[src/rtl/generic_fifo_sc_param.sv]
// Single-clock FIFO with registered status flags, sticky error flags
// and an optional first-word-fall-through read port.
module generic_fifo_sc_param #(
  parameter int DW        = 153,
  parameter int AW        = 4,
  parameter int AF_THRESH = 14,
  parameter int AE_THRESH = 2,
  parameter int FWFT      = 0
) (
  input  logic          clk,
  input  logic          rst,
  input  logic          clr,
  input  logic [DW-1:0] din,
  input  logic          we,
  input  logic          re,
  output logic [DW-1:0] dout,
  output logic          full,
  output logic          empty,
  output logic          almost_full,
  output logic          almost_empty,
  output logic [AW:0]   count,
  output logic          overflow,
  output logic          underflow
);

  localparam int DEPTH = 2 ** AW;
  localparam logic [AW:0]   DEPTH_C = (AW + 1)'(DEPTH);
  localparam logic [AW:0]   AF_C    = (AW + 1)'(AF_THRESH);
  localparam logic [AW:0]   AE_C    = (AW + 1)'(AE_THRESH);
  localparam logic [AW:0]   CNT_ONE = 1;
  localparam logic [AW-1:0] PTR_ONE = 1;

  if (AF_THRESH < 1 || AF_THRESH > DEPTH) begin : g_af_bad
    $error("generic_fifo_sc_param: AF_THRESH out of range");
  end
  if (AE_THRESH < 0 || AE_THRESH > DEPTH - 1) begin : g_ae_bad
    $error("generic_fifo_sc_param: AE_THRESH out of range");
  end

  logic [DW-1:0] mem [DEPTH];
  logic [AW-1:0] wp;
  logic [AW-1:0] rp;
  logic [AW:0]   count_nxt;
  logic          wr_ok;
  logic          rd_ok;
  logic          flush;

  assign flush = ~rst | clr;
  // Acceptance uses only registered flags, so we&re at empty or full
  // resolves to exactly one side being accepted.
  assign wr_ok = we & ~full;
  assign rd_ok = re & ~empty;

  always_comb begin
    count_nxt = count;
    if (wr_ok && !rd_ok) begin
      count_nxt = count + CNT_ONE;
    end else if (!wr_ok && rd_ok) begin
      count_nxt = count - CNT_ONE;
    end
  end

  always_ff @(posedge clk) begin
    if (wr_ok && !flush) begin
      mem[wp] <= din;
    end
  end

  always_ff @(posedge clk) begin
    if (flush) begin
      wp           <= '0;
      rp           <= '0;
      count        <= '0;
      full         <= 1'b0;
      empty        <= 1'b1;
      almost_full  <= 1'b0;
      almost_empty <= 1'b1;
      overflow     <= 1'b0;
      underflow    <= 1'b0;
    end else begin
      if (wr_ok) begin
        wp <= wp + PTR_ONE;
      end
      if (rd_ok) begin
        rp <= rp + PTR_ONE;
      end
      if (we && full) begin
        overflow <= 1'b1;
      end
      if (re && empty) begin
        underflow <= 1'b1;
      end
      count        <= count_nxt;
      full         <= (count_nxt == DEPTH_C);
      empty        <= (count_nxt == '0);
      almost_full  <= (count_nxt >= AF_C);
      almost_empty <= (count_nxt <= AE_C);
    end
  end

  if (FWFT != 0) begin : g_fwft
    assign dout = mem[rp];
  end else begin : g_std
    logic [DW-1:0] dout_q;
    always_ff @(posedge clk) begin
      if (flush) begin
        dout_q <= '0;
      end else if (rd_ok) begin
        dout_q <= mem[rp];
      end
    end
    assign dout = dout_q;
  end

endmodule

[config.mk]
export PLATFORM = sky130hd
export DESIGN_NAME = generic_fifo_sc_param
export DESIGN_NICKNAME = d
export VERILOG_FILES = /design/src/rtl/generic_fifo_sc_param.sv
export SDC_FILE = /design/constraint.sdc
export NUM_CORES = 2
export LEC_CHECK = 0
export BUFFER_PORTS_ARGS = -buffer_cell sky130_fd_sc_hd__buf_2
export CORE_ASPECT_RATIO = 1.75
export CORE_MARGIN = 2
export CORE_UTILIZATION = 60
export DETAILED_ROUTE_END_ITERATION = 8
export PLACE_DENSITY_LB_ADDON = 0.3
export SLEW_MARGIN = 40
export SYNTH_ARGS = -nofsm -noshare
export SYNTH_HDL_FRONTEND = slang
export SYNTH_SLANG_ARGS = --single-unit
[constraint.sdc]
create_clock -name clk -period 16.7 [get_ports clk]
set_input_delay 0.835 -clock clk [delete_from_list [all_inputs] [get_ports clk]]
set_output_delay 0.835 -clock clk [all_outputs]
set_load 0.005 [all_outputs]
==> results.md <==
- Mapped Area: 97900 µm²
- Register area: 77000 µm²
- CTS hold repair buffers: 0
- Reg2reg end: dout[95]
- Synth Area per Inst: 23.2 µm²
- Worst EP arrival: between 5 and 6 ns
- Worst-path clk slew: 0.07 ns
- Final core occ: 67.5%
- CP Max Fanout: 56
- Number of I/O port buffers: 321
- Root buf cell: clkbuf_16
- Initial antenna violation count: 46
- FF-to-FF setup slack: 12.19 ns
- Final Power: between 10000 and 15000 µW
- Initial DRC count: 4692
- Worst setup startpoint: rp[1]
- Mapped Cells: approximately 4200
- Routed wire length: 215 mm
- Clk network pwr share: 40.9%
- Vias: 45600
- Asr flop ratio synth: 0%
- TNS Setup: 0 ns
- Internal: about 10000 µW
- Slew of the pin with the lowest slew margin: 0.912 ns
- Die height: 538 µm
- CTS tree: built
- Most frequent cells in the layout: edfxtp_1 (2448), mux4_2 (602), buf_2 (321)
- Largest net degree at the start of global routing: 106
- Fin. Hold Viols: 0
- Core Area: 163000 µm²
- Final Hold Slack: 0.256 ns
- Yosys warns: 0
- DRT Pass-1 Iters: 6
- Cell taking the most area after synthesis: edfxtp_1
- Global-route wire length before repair: between 300 and 400 mm
- Min-delay worst type: in -> reg
- Max-slew violation count: 0
- Share of post-route cells with drive strength above 1: 32.0%
- RePlAce Congestion: 0.740
- Max Clock Skew: about 0.043 ns
- Register share of total power: 57.5%
- RSZ-0062 raised after global routing: no
- DRC: 0
- Post-synth top flop: edfxtp_1
- Synth area leaders: edfxtp_1 (75%), mux4_2 (14%), dfxtp_1 (3.5%)
- Sw frac: around a fifth
- Clock latency on the worst-skew pair: 0.85 ns
- EDFF count, synth: 2448
- Post-DP HPWL: 109 mm
- Fin crit share: 27.0%
- Element type at the critical path start: flip-flop
- Number of buffers created by CTS: 219
- Vias in the first global route: 46900
- Commonest non-fill, non-tap cell in the layout: edfxtp_1
- Library cells used by synthesis: 43
- Slew Limit Headroom: 39.2%
- Die width: 309 µm
- Multi-input gate area: 19800 µm²
- VDD IR max: 0.138 mV
- FMAX: ~0.22 GHz
- Sink Count: 2620
- Final setup vio count: 0
- Worst Reg2Reg Path Length in Cells: 9
- # IOs: 322
- Area growth syn-to-layout: 12.2%
- FF-to-FF Start: rp[1]
- Status: completed
- Max-Cap Viols: 0
- Post-CTS setup buffers: 0
- Die area: 167000 µm²
- Worst setup path endpoint: dout[95]
- Gate power share: 1.5%
- Routed Antenna Nets: 0
- Top-area cell type share of the netlist area: 75.1%
- Site Rows: between 150 and 200
- Final Cell Area: 110000 µm²
- CTS Buffer Depth: 4
- Overall routing resource usage: 26.2%
- Area after DPL: 102000 µm²
- Register bit total from synthesis: 2620
- Net Switching: 2400 µW
- H-tree depth: 4
- Congestion Overflow GR: 0
- Crit path capture type: flip-flop
- Resized cells post-CTS: 0
- Starting Density: between 60% and 70%
- # nets final: 4802
- Final min period: 4.51 ns
- Wirelength per Cell: 30.7 µm
- Filler instances: 9836
- Pleak: ~0.034 µW
- WS Path Type: reg -> reg
- Pwr dens: about 110 nW/µm²
- Sequential area share after synthesis: roughly four fifths
- Vias per cell: between 6 and 7
- Syn nets: 4380
- Data required time of the worst path: 17.37 ns
cell type report:
type	instances	area share [%]
Antenna cell	19	0.0433
Multi-Input combinational cell	1362	18.0
Timing Repair Buffer	430	2.81
Clock buffer	274	5.37
Tap cell	2178	2.48
Sequential cell	2620	70.1
Clock inverter	129	1.17
Inverter	4	0.0137
per-layer routing:
metal  global-route usage (%)  routed length (µm)  vias up  share of wire (%)
met5                        0                 286        -               0.13
met4                     7.02                5230       42                2.4
met3                     5.64               18900      401                8.8
met2                     43.3              109000     2033                 50
met1                     35.7               82300    24400                 38
li1                         -                   -    18700                  -
how the worst min path moves through the flow:
stage               startpoint   endpoint  slack (ns)  depth (start not counted)
global route                we   overflow        0.24                          3
floorplan             overflow   overflow        0.46                          2
CTS                         we   overflow        0.20                          3
detailed placement    overflow   overflow        0.45                          2
finish                      re  underflow        0.26                          3
global placement     underflow  underflow        0.45                          2
power groups by stage:
stage / Clock [µW] / Combinational [µW] / Sequential [µW]
6_report: 5120 / 193 / 7190
4_1_cts: 5190 / 194 / 7190
3_5_place_dp: 0 / 193 / 7340
5_1_grt: 5410 / 211 / 7190
3_3_place_gp: 0 / 182 / 7340
2_1_floorplan: 0 / 65.8 / 7340
through the flow:
stage               instances  setup WS [ns]
global placement         6570          11.77
CTS                      6991          12.05
finish                   7016          12.19
floorplan                4215           4.10
global route             7002          11.74
detailed placement       6588          12.11
critical path: stages, from the launching register on:
cell,delay [ns]
dfxtp_4,0.85
buf_12,0.49
buf_16,0.38
buf_6,0.58
buf_4,0.50
buf_12,0.28
mux4_2,0.53
mux2_2,0.29
a22oi_1,0.18
o21ai_1,0.10
sequential cells by signal, indices dropped and copies added, names as in the netlist:
register      flops
almost_empty      1
almost_full       1
count             5
dout            153
empty             1
full              1
mem            2448
overflow          1
rp                4
underflow         1
wp                4
logic make-up after synthesis:
group	synth area share, %
DFF	78.6
AOI/OAI and AO/OA	2.16
adders and majority gates	0.0895
buffers and inverters	1.30
and+or+nand+nor	0.449
muxes	17.3
xor gates and xnor gates	0.0716
synthesized netlist by cell type (2+ instances only):
cell type  number
o31ai_1         2
mux4_2        602
inv_1           4
clkbuf_1       87
a22oi_1       155
nand2_1        15
buf_1          35
nor3_1         11
nand2b_1        7
mux2_2        150
nor2_1         30
mux2i_1       169
buf_6          32
a21oi_1         8
and3b_1         2
nor2b_1         7
xnor2_1         4
dfxtp_1       172
xor2_1          4
a31oi_1         2
a21boi_1        2
buf_2          53
nand3_1         8
o22ai_1         3
ha_1            7
nor4_1          3
a211oi_1        2
o32ai_1         3
o21ai_1       151
buf_4          21
edfxtp_1     2448
o21ai_0         4
and2_1          2
Power figures use the tool's default switching activity.
